===== src/rtl/nonce_sweep_sched.sv =====
// nonce_sweep_sched: hands consecutive nonces to a pool of hash cores,
// collects each core's final h0, counts hits below a target and keeps the
// smallest h0 seen together with the nonce that produced it.
module nonce_sweep_sched #(
    parameter int NUM_CORES = 4,
    parameter int CNT_W     = 16
) (
    input  logic                   clk,
    input  logic                   reset,
    input  logic                   start,
    input  logic                   abort,
    input  logic [31:0]            nonce_base,
    input  logic [CNT_W-1:0]       nonce_count,
    input  logic [31:0]            target,
    output logic                   busy,
    output logic                   done,
    output logic                   best_valid,
    output logic [31:0]            best_nonce,
    output logic [31:0]            best_h0,
    output logic [CNT_W-1:0]       hit_count,
    output logic [NUM_CORES-1:0]   core_start,
    output logic [31:0]            core_nonce,
    input  logic [NUM_CORES-1:0]   core_done,
    input  logic [32*NUM_CORES-1:0] core_h0
);

    typedef enum logic [1:0] {
        IDLE,
        ISSUE,
        DRAIN,
        FINISH
    } state_t;

    state_t               state;
    logic [31:0]          base_r;
    logic [CNT_W-1:0]     count_r;
    logic [31:0]          target_r;
    logic [CNT_W-1:0]     issued;
    logic                 aborted;
    logic [NUM_CORES-1:0] core_busy;
    logic [31:0]          flight_nonce [NUM_CORES];

    logic [NUM_CORES-1:0] accepted;
    logic [NUM_CORES-1:0] busy_after_done;
    logic [NUM_CORES-1:0] launch_onehot;
    logic                 launching;
    logic [31:0]          launch_nonce;
    logic [CNT_W-1:0]     issued_next;

    logic [3:0]           hit_sum;
    logic [31:0]          h0_i;
    logic                 cand_valid;
    logic [31:0]          cand_h0;
    logic [31:0]          cand_nonce;
    logic [CNT_W+3:0]     hit_total;
    logic [CNT_W-1:0]     hit_sat;

    // A done pulse only counts for a core we believe is busy; stray pulses are dropped.
    assign accepted        = core_done & core_busy;
    assign busy_after_done = core_busy & ~accepted;
    assign launch_nonce    = base_r + 32'(issued);
    assign issued_next     = issued + 1'b1;
    assign launching       = (state == ISSUE) && !abort && (launch_onehot != '0);

    // Pick the lowest-index core that is idle in the registered vector, so a core
    // freed this cycle is only reused from the next cycle on.
    always_comb begin
        launch_onehot = '0;
        for (int i = NUM_CORES - 1; i >= 0; i--) begin
            if (!core_busy[i]) begin
                launch_onehot    = '0;
                launch_onehot[i] = 1'b1;
            end
        end
    end

    // Merge every result arriving this cycle: count hits and walk cores in index
    // order with a strict compare, so ties keep the older best or the lower core.
    always_comb begin
        hit_sum    = '0;
        h0_i       = '0;
        cand_valid = best_valid;
        cand_h0    = best_h0;
        cand_nonce = best_nonce;
        for (int i = 0; i < NUM_CORES; i++) begin
            if (accepted[i]) begin
                h0_i = core_h0[32*i +: 32];
                if (h0_i < target_r) begin
                    hit_sum = hit_sum + 4'd1;
                end
                if (!cand_valid || (h0_i < cand_h0)) begin
                    cand_valid = 1'b1;
                    cand_h0    = h0_i;
                    cand_nonce = flight_nonce[i];
                end
            end
        end
    end

    // Hit counter adds the whole cycle's hits at once and sticks at all-ones.
    assign hit_total = {4'b0000, hit_count} + {{CNT_W{1'b0}}, hit_sum};
    assign hit_sat   = (hit_total[CNT_W+3:CNT_W] != 4'b0000) ? {CNT_W{1'b1}}
                                                             : hit_total[CNT_W-1:0];

    // Sweep controller: state, core tracking, result registers and launch pulses.
    always_ff @(posedge clk or posedge reset) begin
        if (reset) begin
            state      <= IDLE;
            base_r     <= '0;
            count_r    <= '0;
            target_r   <= '0;
            issued     <= '0;
            aborted    <= 1'b0;
            core_busy  <= '0;
            busy       <= 1'b0;
            done       <= 1'b0;
            best_valid <= 1'b0;
            best_nonce <= '0;
            best_h0    <= '0;
            hit_count  <= '0;
            core_start <= '0;
            core_nonce <= '0;
            for (int i = 0; i < NUM_CORES; i++) begin
                flight_nonce[i] <= '0;
            end
        end else begin
            core_start <= '0;
            done       <= 1'b0;

            if (!aborted && (accepted != '0)) begin
                hit_count  <= hit_sat;
                best_valid <= cand_valid;
                best_h0    <= cand_h0;
                best_nonce <= cand_nonce;
            end

            core_busy <= busy_after_done | (launching ? launch_onehot : '0);
            for (int i = 0; i < NUM_CORES; i++) begin
                if (launching && launch_onehot[i]) begin
                    flight_nonce[i] <= launch_nonce;
                end
            end

            case (state)
                IDLE: begin
                    if (start) begin
                        base_r     <= nonce_base;
                        count_r    <= nonce_count;
                        target_r   <= target;
                        issued     <= '0;
                        aborted    <= 1'b0;
                        best_valid <= 1'b0;
                        best_h0    <= '0;
                        best_nonce <= '0;
                        hit_count  <= '0;
                        busy       <= 1'b1;
                        state      <= (nonce_count != '0) ? ISSUE : FINISH;
                    end
                end
                ISSUE: begin
                    if (abort) begin
                        aborted <= 1'b1;
                        state   <= DRAIN;
                    end else if (launching) begin
                        core_start <= launch_onehot;
                        core_nonce <= launch_nonce;
                        issued     <= issued_next;
                        if (issued_next == count_r) begin
                            state <= DRAIN;
                        end
                    end
                end
                DRAIN: begin
                    if (busy_after_done == '0) begin
                        state <= FINISH;
                    end
                end
                FINISH: begin
                    done  <= 1'b1;
                    busy  <= 1'b0;
                    state <= IDLE;
                end
                default: state <= IDLE;
            endcase
        end
    end

endmodule


===== config.mk =====
export PLATFORM = sky130hd
export DESIGN_NAME = nonce_sweep_sched
export DESIGN_NICKNAME = d
export VERILOG_FILES = /design/src/rtl/nonce_sweep_sched.sv
export SDC_FILE = /design/constraint.sdc
export NUM_CORES = 1
export LEC_CHECK = 0
export CORE_MARGIN = 5
export CORE_UTILIZATION = 41
export CTS_CLUSTER_SIZE = 25
export DETAILED_ROUTE_END_ITERATION = 8
export PLACE_DENSITY = 0.64
export REMOVE_ABC_BUFFERS = 1
export SLEW_MARGIN = 20
export SYNTH_ARGS = -nofsm -noshare
export SYNTH_HDL_FRONTEND = slang
export SYNTH_SLANG_ARGS = --single-unit

===== constraint.sdc =====
create_clock -name clk -period 12.45 [get_ports clk]
set_input_delay 1.245 -clock clk [delete_from_list [all_inputs] [get_ports clk]]
set_output_delay 1.245 -clock clk [all_outputs]
set_load 0.01 [all_outputs]

Yosys cells after proc, flatten, opt, wreduce, memory -nomap -nowiden
Cells that the tools add are included. W data, S select, Z words.

Bitwise gates (word level): 5. Magnitude comparators: 8. Equal/unequal tests: 11. Reductions and logical operators: 31. Add/sub/neg operators: 6. Mux-type cells: 69.

Operators by type and width (count): $mux W32 (22); $lt A32 B32 Y1 (8); $mux W16 (7); $mux W4 (13); $add A32 B16 Y32 (1); $pmux W16 S2 (1); $add A16 B4 Y17 (1); $mux W1 (17); $add A16 B1 Y16 const B (1); $eq A16 B16 Y1 (1); $reduce_bool A16 Y1 (1); $add A4 B1 Y4 const B (3); $mux W2 (6); $reduce_bool A4 Y1 (3); $ne A2 B2 Y1 const B (5); $and A4 B4 Y4 (2); $pmux W2 S4 (1); $reduce_and A4 Y1 (2); $logic_and A1 B1 Y1 (7); $logic_not A1 Y1 (6); $reduce_and A3 Y1 (2); $eq A2 B2 Y1 const B (2); $logic_not A4 Y1 (1); $logic_or A1 B1 Y1 (4); other kinds (10) (13).

Flip-flop bits (word level): 350.

Depth between registers and ports, before layout
Gate-level depths: netlist of the first run.

Depth after elaboration: 19. Mapped depth: 53.

Worst setup path after synthesis of the first run
No wires, ideal clock.

Path type: input port to flip-flop. Start point: input port core_h0[2]. End point: register best_nonce[21]. Slack: 1.719 ns. Stages: 51. Arrival: 10.598 ns. Buffers on the path: 7. Cells stage by stage: ha_1 -> a211oi_1 -> o21ai_1 -> a21oi_1 -> o41ai_2 -> a311oi_4 -> clkbuf_1 -> clkbuf_1 -> nor2_1 -> a21oi_1 -> ha_1 -> a2111oi_0 -> o21ai_0 -> o22a_1 -> o22ai_1 -> a22oi_1 -> o2bb2ai_2 -> buf_2 -> (+15 left out) -> buf_4 -> mux2i_1 -> ha_1 -> a21o_1 -> a21o_1 -> a21o_1 -> a21o_1 -> a21o_1 -> a21o_1 -> a221oi_1 -> a2bb2oi_1 -> nand2_1 -> a211o_1 -> o221a_4 -> buf_6 -> buf_6 -> mux2i_1 -> o21ai_1.

Word-level cells in the longest chain between the ends: 19.

RTL lines: start, declared (line 24) `input logic [32*NUM_CORES-1:0] core_h0`; $lt A32 B32 Y1 (line 91) `if (!cand_valid || (h0_i < cand_h0)) begin`; $logic_or A1 B1 Y1 (line 91); $mux W32 or $mux W1 (tied branches) (line 91); $mux W32 or $mux W1 (tied branches) (line 86) `if (accepted[i]) begin`; $lt A32 B32 Y1 or $logic_not A1 Y1 (tied branches) (line 91); $logic_or A1 B1 Y1 (line 91); $mux W32 or $mux W1 (tied branches) (line 91); $mux W32 or $mux W1 (tied branches) (line 86); (+3 left out); $mux W32 or $mux W1 (tied branches) (line 86); $lt A32 B32 Y1 or $logic_not A1 Y1 (tied branches) (line 91); $logic_or A1 B1 Y1 (line 91); $mux W32 (line 91); $mux W32 (*) (line 86); $mux W32 (*) (line 130) `if (!aborted && (accepted != '0)) begin`; $mux W32 (line 146) `if (start) begin`; $mux W32 (*) (line 144) `case (state)`; end signal, assigned (line 134) `best_nonce <= cand_nonce;`; end, declared (line 18) `output logic [31:0] best_nonce,`.

Every way passes the cells marked *; elsewhere a longest branch is shown, timed or not. A chain may end at the register's enable or synchronous reset.

Final worst setup path of the first run
Start point: input port core_h0[2]. End point: register best_nonce[0].

Same word-level chain as after synthesis.

==> summary.md, run 1 <==
| Metric | Value |
|---|---|
| Status | finished, final reports clean |
| Slew HR | 33.48% |
| Final net count | 3436 |
| Initial Util | 41.17% |
| CP startpoint | core_h0[2] |
| Worst hold start | flight_nonce[43]$_DFFE_PP0P_ |
| Largest net degree at the start of global routing | 170 |
| Synth warnings | 0 |
| Final Max Slew Viols | 0 |
| Iteration-0 DRC Markers | 1364 |
| Die height | 247.5 um |
| Pwr dens | 183.8 nW/um^2 |
| Slack of the critical path | 0.7526 ns |
| Hold Path Class | reg2reg |
| CTS tree | built |
| Leak pwr | 13.09 nW |
| Design Power | 5.264 mW |
| Root Buffer | clkbuf_16 |
| HPWL after DPL | 57700 um |
| Top-count cell post-synth | nand2_1 |
| EDFF count, synth | 0 |
| Synthesized flop and latch total | 350 |
| Number of global-route vias before repair | 20.69k |
| GPL Wtd Cong | 0.9392 |
| Final setup violation count | 0 |
| Vias | 20.44k |
| Via density | 5.476 |
| Critical Path Max Stage Delay | 0.58 ns |
| PortBufs | 334 |
| Layout cells sized above 1 | 5.242% |
| Post-DR wirelength/cell | 20.73 um |
| CP Depth | 49 |
| Ys flop type | dfrtp_1 |
| RR Startpoint | best_h0[2]$_DFF_PP0_ |
| Post-synth top cells | 549 x nand2_1, 350 x dfrtp_1, 347 x o21ai_0, 272 x ha_1, 132 x inv_1 |
| CP bufs+invs | 6 |
| Final Cycle Share | 93.95% |
| CP required | 12.87 ns |
| Routed wire length | 77380 um |
| Critical R2R Capture | best_nonce[0]$_DFF_PP0_ |
| Fin. Hold Viols | 0 |
| H-tree depth | 2 |
| Post-synthesis cell area | 23130 um^2 |
| Die ar. | 61260 um^2 |
| CTS Sinks | 350 |
| Worst-path clk slew | 0.06 ns |
| Data arrival, critical path | 12.11 ns |
| Max-cap violations | 0 |
| CORE AREA | 56170 um^2 |
| Row cnt | 87 |
| Yosys cell types | 71 |
| CP Capture Type | register |
| Critical path fanouts, max | 67 |
| Post-place setup slack | -0.02792 ns |
| CP dominant cell by count | a21o_1 |
| Crit path max-delay cell type | clkdlybuf4s50_1 |
| Post-synth top area share | 37.87% |
| WS Path Type | in2reg |
| Global route overflow | 0 |
| CTS buffer count | 41 |
| Global-route wire length before repair | 118300 um |
| Antenna violations before repair | 2 |
| Worst ir drop on vdd | 0.1299 mV |
| Critical Path End | best_nonce[0]$_DFF_PP0_ |
| Yosys top cell by area | dfrtp_1 |
| Synth top area cells | dfrtp_1 38%, ha_1 15%, nand2_1 8.9%, o21ai_0 7.5%, mux2i_1 4.4% |
| Tmin final | 11.70 ns |
| Post-place instance area | 27180 um^2 |
| Worst reg-to-reg setup slack | 1.40 ns |
| Antenna-violating nets left | 0 |
| CTS Buffer Depth | 3 |
| Asr flop ratio synth | 100.0% |
| Highest clock rate | 85.49 MHz |
| RSZ-0062 raised after global routing | false |
| Fin area | 28640 um^2 |
| CP startpoint kind | input pin |
| Worst-Skew Late Latency | 0.59 ns |
| Die Width | 247.5 um |
| Number of remaining DRC errors | 0 |
| Cells after Synth | 2654 |
| Area Growth Syn to Fin | 23.84% |
| Slew at the pin with the worst max-slew slack | 0.9978 ns |
| Final core utilization | 50.99% |
| Pre-Repair DR Iteration Count | 7 |
| Register area share after synthesis | 37.87% |
| Reg2reg path depth | 49 |
| Global Route Usage Sum | 24.51% |
| Fin Clk Skew | 0.02679 ns |
| Syn_area_per_cell | 8.714 um^2 |
| Ports | 335 |
| Critical path's top delay family | compound AO/OA/AOI/OAI gates |
## registers in the layout (all words and copies together), names as in the netlist
signal,count
base_r,32
core_start,4
done,1
aborted,1
best_nonce,32
flight_nonce,128
issued,16
core_busy,4
best_h0,32
core_nonce,32
target_r,32
busy,1
state,2
count_r,16
best_valid,1
hit_count,16
## layer usage
layer | GRT usage [%] | share of wire (%) | vias up
met4 | 7.425 | 2.9 | 2
met2 | 42.01 | 48 | 598
met5 | 0 | 0.026 | -
met1 | 32.24 | 43 | 9897
met3 | 3.597 | 5.9 | 118
li1 | - | - | 9827
## report_power, final
| part | internal (mW) | total (mW) | switching [mW] | leakage (nW) |
|---|---|---|---|---|
| logic | 0.942 | 2.29 | 1.34 | 7.77 |
| registers | 1.47 | 1.71 | 0.240 | 4.65 |
| clock network | 0.746 | 1.27 | 0.521 | 0.677 |
| total | 3.16 | 5.26 | 2.10 | 13.1 |
## cell families (layout without fill, tap and decap cells)
group | count (synthesis) | in the layout | synth area share, %
simple gates | 904 | 904 | 17.06
other cells | 0 | 1 | 0
buf+inv | 245 | 566 | 4.306
compound gates | 666 | 667 | 16.76
xor+xnor | 72 | 72 | 2.727
flops | 350 | 350 | 37.87
fa+ha+maj | 278 | 278 | 15.06
mux | 139 | 139 | 6.222
## placed cells by master (no fill, tap or decap), types with 20 or more instances in the layout
| master | instances |
|---|---|
| a21o_1 | 66 |
| a21oi_1 | 128 |
| and2_0 | 21 |
| buf_4 | 22 |
| clkbuf_16 | 41 |
| clkdlybuf4s50_1 | 334 |
| dfrtp_1 | 350 |
| ha_1 | 272 |
| inv_1 | 131 |
| mux2_2 | 38 |
| mux2i_1 | 101 |
| nand2_1 | 547 |
| nand2b_1 | 28 |
| nand3_1 | 21 |
| nand4_1 | 49 |
| nor2_1 | 127 |
| nor2b_1 | 24 |
| nor3_1 | 21 |
| o21ai_0 | 347 |
| o21ai_1 | 20 |
| o31ai_1 | 32 |
| xnor2_1 | 53 |
## tightest hold or removal path, stage by stage (launching register included)
cell and delay [ns]:
dfrtp_1 0.33, nand2_1 0.04, o21ai_0 0.06
## through the flow
| step | hold slack [ns] | setup TNS (ns) | std cells |
|---|---|---|---|
| after detailed placement | 0.4627 | -0.1545 | 3656 |
| after floorplan | 0.4419 | -154.80 | 2541 |
| after CTS | 0.4781 | 0 | 3729 |
| after global placement | 0.4585 | 0 | 3656 |
| final | 0.4723 | 0 | 3733 |
| after global routing | 0.4951 | 0 | 3732 |
## repair_timing
item | CTS | global route
setup endpoints to repair | 0 | 59
resized for setup | 0 | 3
setup buffers | 0 | 2
hold buffers | 0 | 0
## how the worst min path moves through the flow
stage	end	slack [ns]	cells past startpoint
after floorplan	flight_nonce[32]$_DFFE_PP0P_	0.44	2
final	flight_nonce[43]$_DFFE_PP0P_	0.47	2
after global routing	flight_nonce[35]$_DFFE_PP0P_	0.50	2
after CTS	flight_nonce[96]$_DFFE_PP0P_	0.48	2
after global placement	flight_nonce[62]$_DFFE_PP0P_	0.46	2
after detailed placement	flight_nonce[64]$_DFFE_PP0P_	0.46	2
## layout make-up
type	instances	area, um^2
clock buffer	60	1177
timing repair buffer	361	3600
inverter	132	503.0
clock inverter	13	225.2
fill	5253	27530
sequential	350	8758
tap	756	945.9
antenna	1	2.502
multi-input combinational	2060	13430
No activity file was read; power rests on OpenSTA's default activity.
==> inputs of run 2 (changes only) <==
--- a/config.mk
+++ b/config.mk
@@ -7,8 +7,10 @@
 export LEC_CHECK = 0
 export CORE_MARGIN = 5
 export CORE_UTILIZATION = 41
+export CTS_BUF_LIST = sky130_fd_sc_hd__clkbuf_8
 export CTS_CLUSTER_SIZE = 25
 export DETAILED_ROUTE_END_ITERATION = 8
+export HOLD_SLACK_MARGIN = 0.06
 export PLACE_DENSITY = 0.64
 export REMOVE_ABC_BUFFERS = 1
 export SLEW_MARGIN = 20
==> run 2 against run 1 <==
- fmax up 0.24%
- design area down 0.60%
- sequential power about the same
- routed wire length up 0.31%
- sequential share of layout area up 0.18 points
- critical path type unchanged
- clock skew rose by 0.0090 ns
- core utilization down 0.31 points
- non-clock buffer count increased by 1
- largest cell class unchanged
- global-route usage fell by 0.065 points
- register-to-register slack got worse by 0.07 ns
- largest power group unchanged
- first-iteration DRC count decreased by 0.73%
- critical endpoint is now best_nonce[21]$_DFF_PP0_
==> summary.md, run 2 (same netlist as run 1, synthesis figures left out) <==
| Metric | Value |
|---|---|
| Status | finished, final reports clean |
| CORE AREA | 56170 um^2 |
| Initial Util | 41.17% |
| Antenna-violating nets left | 0 |
| CTS tree | built |
| Fin area | 28470 um^2 |
| Area Growth Syn to Fin | 23.10% |
| Crit path max-delay cell type | clkdlybuf4s50_1 |
| PortBufs | 334 |
| Worst-Skew Late Latency | 0.69 ns |
| Final core utilization | 50.69% |
| Filler cells | 5295 |
| Highest clock rate | 85.70 MHz |
| Worst ir drop on vdd | 0.1191 mV |
| Global-route wire length before repair | 118200 um |
| FF/Latch Area | 8758 um^2 |
| GPL Wtd Cong | 0.9392 |
| Max-cap violations | 0 |
| Data arrival, critical path | 12.19 ns |
| CTS buffer count | 61 |
| Multi-input gate area | 13420 um^2 |
| CP Capture Type | register |
| Largest register FFs | 128 |
| Most common cell after layout, fill and taps aside | nand2_1 |
| Die height | 247.5 um |
| Pwr dens | 178.3 nW/um^2 |
| Final net count | 3457 |
| CTS Sinks | 350 |
| CP dominant cell by count | a21o_1 |
| Leak pwr | 13.14 nW |
| CTS Buffer Depth | 3 |
| Final setup violation count | 0 |
| Critical Path Max Stage Delay | 0.58 ns |
| Antenna violations before repair | 3 |
| Slew at the pin with the worst max-slew slack | 1.057 ns |
| Post-place instance area | 27180 um^2 |
| Die ar. | 61260 um^2 |
| Global Route Usage Sum | 24.44% |
| Critical path fanouts, max | 67 |
| Hold_buf cts | 0 |
| Hold Path Class | reg2reg |
| Number of remaining DRC errors | 0 |
| Final Max Slew Viols | 0 |
| Die Width | 247.5 um |
| Routed wire length | 77620 um |
| Final Cycle Share | 93.73% |
| Fin. Hold Viols | 0 |
| Top reg by flops | flight_nonce |
| Row cnt | 87 |
| Post-place setup slack | -0.02792 ns |
| Post-DR wirelength/cell | 20.59 um |
| WS Path Type | in2reg |
| Commonest non-fill, non-tap cells in the layout | 547 x nand2_1, 350 x dfrtp_1, 347 x o21ai_0 |
| Largest net degree at the start of global routing | 170 |
| HPWL after DPL | 57700 um |
| Slew HR | 29.55% |
| Fin Clk Skew | 0.03577 ns |
| Iteration-0 DRC Markers | 1354 |
| CP startpoint kind | input pin |
| Vias | 20.47k |
| Global route overflow | 0 |
| Number of global-route vias before repair | 20.69k |
| Worst-path clk slew | 0.06 ns |
| Layout cells sized above 1 | 5.976% |
| RSZ-0062 raised after global routing | false |
| Root Buffer | clkbuf_8 |
| Final TNS setup | 0 ns |
| Via density | 5.431 |
| Ports | 335 |
| H-tree depth | 2 |
| CP required | 12.97 ns |
| Slack of the critical path | 0.7807 ns |
| Pre-Repair DR Iteration Count | 5 |
| Tmin final | 11.67 ns |
## run 2: routing by layer
layer	GRT usage, %	share of wire [%]
met1	32.11	44
met2	41.85	48
met3	3.672	5.7
met4	7.474	2.9
met5	0	0.017
## run 2: metrics by stage
| stage | hold WS, ns | instances | total power, mW |
|---|---|---|---|
| after floorplan | 0.4419 | 2541 | 3.076 |
| after global placement | 0.4585 | 3656 | 3.924 |
| after detailed placement | 0.4627 | 3656 | 4.000 |
| after CTS | 0.4783 | 3764 | 5.110 |
| after global routing | 0.4966 | 3769 | 5.477 |
| final | 0.4723 | 3770 | 5.077 |
## run 2: what timing repair did
action / CTS / global route
endpoints found under the setup margin: 0 / 55
setup buffers: 0 / 3
gates resized for setup: 0 / 1
## run 2: worst max-delay path: cells and delay by family
family	cells	cell delay, ns
AO/OA/AOI/OAI	29	6.54
buffers and inverters	6	1.62
adder cells (fa/ha/maj)	4	1.14
AND/OR/NAND/NOR	7	1.05
multiplexers	2	0.50
## run 2: layout make-up
type	instances	area share (%)
multi-input combinational	2060	47.14
sequential	350	30.76
timing repair buffer	362	12.66
clock buffer	75	3.626
tap	756	3.322
inverter	132	1.767
clock inverter	33	0.7032
antenna	2	0.01758
## run 2: where the power goes
| part | leakage [nW] | internal (mW) | switching [mW] | total, mW |
|---|---|---|---|---|
| Sequential | 4.65 | 1.47 | 0.238 | 1.71 |
| Combinational | 7.77 | 0.943 | 1.35 | 2.29 |
| Clock | 0.722 | 0.567 | 0.510 | 1.08 |
## run 2: path summary, 6_finish.rpt
| path | startpoint | end | cells past startpoint | slack [ns] |
|---|---|---|---|---|
| worst max-delay path | core_h0[2] | best_nonce[21]$_DFF_PP0_ | 48 | 0.78 |
| worst min-delay path | flight_nonce[43]$_DFFE_PP0P_ | flight_nonce[43]$_DFFE_PP0P_ | 2 | 0.47 |
| worst max register to register | best_h0[2]$_DFF_PP0_ | best_nonce[21]$_DFF_PP0_ | 48 | 1.33 |
| worst min register to register | flight_nonce[43]$_DFFE_PP0P_ | flight_nonce[43]$_DFFE_PP0P_ | 2 | 0.47 |
| max in group asynchronous | reset | issued[2]$_DFFE_PP0P_ | 3 | 9.69 |
| min in group asynchronous | reset | target_r[22]$_DFFE_PP0P_ | 2 | 1.13 |
==> inputs of run 3 (changes only) <==
--- a/config.mk
+++ b/config.mk
@@ -13,6 +13,7 @@
 export HOLD_SLACK_MARGIN = 0.06
 export PLACE_DENSITY = 0.64
 export REMOVE_ABC_BUFFERS = 1
+export SETUP_SLACK_MARGIN = 0.05
 export SLEW_MARGIN = 20
 export SYNTH_ARGS = -nofsm -noshare
 export SYNTH_HDL_FRONTEND = slang
==> run 3 against run 2 <==
- routed wire length is essentially flat
- clock power barely moved
- clock-buffer cell count stayed put
- sequential power about the same
- combinational power hardly changed
- first-iteration DRC count is 1.7% higher
- total power barely moved
- core utilization about the same
- largest power group unchanged
==> summary.md, run 3 (same netlist as run 1, synthesis figures left out) <==
| Metric | Value |
|---|---|
| Data arrival, critical path | 12.08 ns |
| Worst hold start | flight_nonce[43]$_DFFE_PP0P_ |
| Worst reg-to-reg setup slack | 1.44 ns |
| Final Max Slew Viols | 0 |
| Worst-Skew Late Latency | 0.68 ns |
| Max-cap violations | 0 |
| Critical path fanouts, max | 67 |
| Leak pwr | 13.15 nW |
| CTS Sinks | 350 |
| WS Path Type | in2reg |
| Status | finished, final reports clean |
| Pwr dens | 178.3 nW/um^2 |
| Highest clock rate | 86.52 MHz |
| Reg2reg path depth | 48 |
| Final net count | 3457 |
| Global route overflow | 0 |
| Antenna-violating nets left | 0 |
| CP dominant cell by count | a21o_1 |
| CTS Buffer Depth | 3 |
| Die Width | 247.5 um |
| Post-DR wirelength/cell | 20.59 um |
| Largest net degree at the start of global routing | 170 |
| Hold EP | flight_nonce[43]$_DFFE_PP0P_ |
| Global Route Usage Sum | 24.44% |
| Critical R2R Capture | best_nonce[21]$_DFF_PP0_ |
| Top reg by flops | flight_nonce |
| Worst-path clk slew | 0.06 ns |
| Ports | 335 |
| Fin. Hold Viols | 0 |
| Crit path max-delay cell type | clkdlybuf4s50_1 |
| Final Cycle Share | 92.83% |
| Global-route wire length before repair | 118200 um |
| Critical path's top delay family | compound AO/OA/AOI/OAI gates |
| Post-place setup slack | -0.02792 ns |
| Most common cell after layout, fill and taps aside | nand2_1 |
| HPWL after DPL | 57700 um |
| Pre-Repair DR Iteration Count | 5 |
| PortBufs | 334 |
| Slew at the pin with the worst max-slew slack | 1.014 ns |
| Fin area | 28480 um^2 |
| Psw | 2.095 mW |
| Fin Clk Skew | 0.03141 ns |
| Layout cells sized above 1 | 6.009% |
| Die height | 247.5 um |
| CTS buffer count | 61 |
| CP bufs+invs | 6 |
| Via density | 5.440 |
| Sequential share of power | 33.7% |
| GPL Wtd Cong | 0.9392 |
| CTS tree | built |
| Slew HR | 32.12% |
| Net Sw Frac | 41.26% |
| Row cnt | 87 |
| CP required | 12.97 ns |
| RSZ-0062 raised after global routing | false |
| Int Power | 2.982 mW |
| CP Capture Type | register |
| CP startpoint kind | input pin |
| Vias | 20.51k |
| Final setup violation count | 0 |
| Iteration-0 DRC Markers | 1377 |
| Min-Delay Path Depth | 2 |
| Slack of the critical path | 0.8922 ns |
| Initial Util | 41.17% |
| Critical Path Max Stage Delay | 0.58 ns |
| Number of remaining DRC errors | 0 |
| Root Buffer | clkbuf_8 |
| CORE AREA | 56170 um^2 |
| RR Startpoint | best_h0[2]$_DFF_PP0_ |
| Die ar. | 61260 um^2 |
| Clock power share | 21.2% |
| Antenna violations before repair | 3 |
| Area Growth Syn to Fin | 23.15% |
| Number of global-route vias before repair | 20.69k |
| Post-place instance area | 27180 um^2 |
| Hold Path Class | reg2reg |
| H-tree depth | 2 |
| Routed wire length | 77630 um |
| Filler cells | 5293 |
| Largest register FFs | 128 |
| Worst ir drop on vdd | 0.1186 mV |
| Commonest non-fill, non-tap cells in the layout | 547 x nand2_1, 350 x dfrtp_1, 347 x o21ai_0 |
| Combinational power share | 45.1% |
| Tmin final | 11.56 ns |
## run 3: power groups by stage
| stage | combinational, mW | clock, mW | sequential [mW] |
|---|---|---|---|
| floorplan | 1.38 | 0 | 1.70 |
| global placement | 2.21 | 0 | 1.72 |
| detailed placement | 2.27 | 0 | 1.73 |
| CTS | 2.29 | 1.11 | 1.71 |
| global route | 2.57 | 1.16 | 1.75 |
| finish | 2.29 | 1.08 | 1.71 |
## run 3: metrics by stage
step           power, mW  cells  hold slack [ns]  TNS [ns]  util [%]
3_3_place_gp       3.924   3656           0.4585         0     48.39
6_report           5.077   3770           0.4724         0     50.71
2_1_floorplan      3.076   2541           0.4419   -154.80         -
4_1_cts            5.110   3764           0.4783         0     50.59
3_5_place_dp       4.000   3656           0.4627   -0.1545     48.39
5_1_grt            5.477   3769           0.4966         0     50.70
## run 3: worst max path at each step
stage / startpoint / to / slack (ns) / cells after the start
floorplan: core_h0[2] / best_h0[1]$_DFF_PP0_ / -2.46 / 42
global placement: core_h0[2] / best_nonce[0]$_DFF_PP0_ / 0.32 / 48
detailed placement: core_h0[2] / best_nonce[25]$_DFF_PP0_ / -0.03 / 47
CTS: core_h0[2] / best_nonce[0]$_DFF_PP0_ / 0.70 / 47
global route: core_h0[2] / best_nonce[5]$_DFF_PP0_ / 0.14 / 48
finish: core_h0[2] / best_nonce[21]$_DFF_PP0_ / 0.89 / 48
## run 3: tightest hold or removal path: stages (launching register included)
cell	delay (ns)
dfrtp_1	0.33
nand2_1	0.04
o21ai_0	0.06
## run 3: timing repair
item | 4_1_cts | 5_1_grt
endpoints found under the setup margin | 0 | 55
hold buffers | 0 | 0
buffers inserted | 0 | 3
gates resized for setup | 0 | 3
## run 3: layer usage
| layer | global-route usage, % | part of all wire [%] | routed length [um] | vias up |
|---|---|---|---|---|
| met1 | 32.11 | 44 | 34020 | 9923 |
| met3 | 3.672 | 5.5 | 4277 | 131 |
| met5 | 0 | 0.017 | 13 | - |
| li1 | - | - | - | 9857 |
| met4 | 7.474 | 3.0 | 2358 | 2 |
| met2 | 41.85 | 48 | 36950 | 594 |
## run 3: cell type report
cell class | count | area [um^2] | share of cell area, %
inverters | 132 | 503.0 | 1.766
multi-input cells | 2060 | 13430 | 47.15
clock inverters | 33 | 200.2 | 0.7029
flip-flops and latches | 350 | 8758 | 30.75
diodes | 2 | 5.005 | 0.01757
clock buffers | 75 | 1032 | 3.624
repair buffers | 362 | 3607 | 12.67
well taps | 756 | 945.9 | 3.321
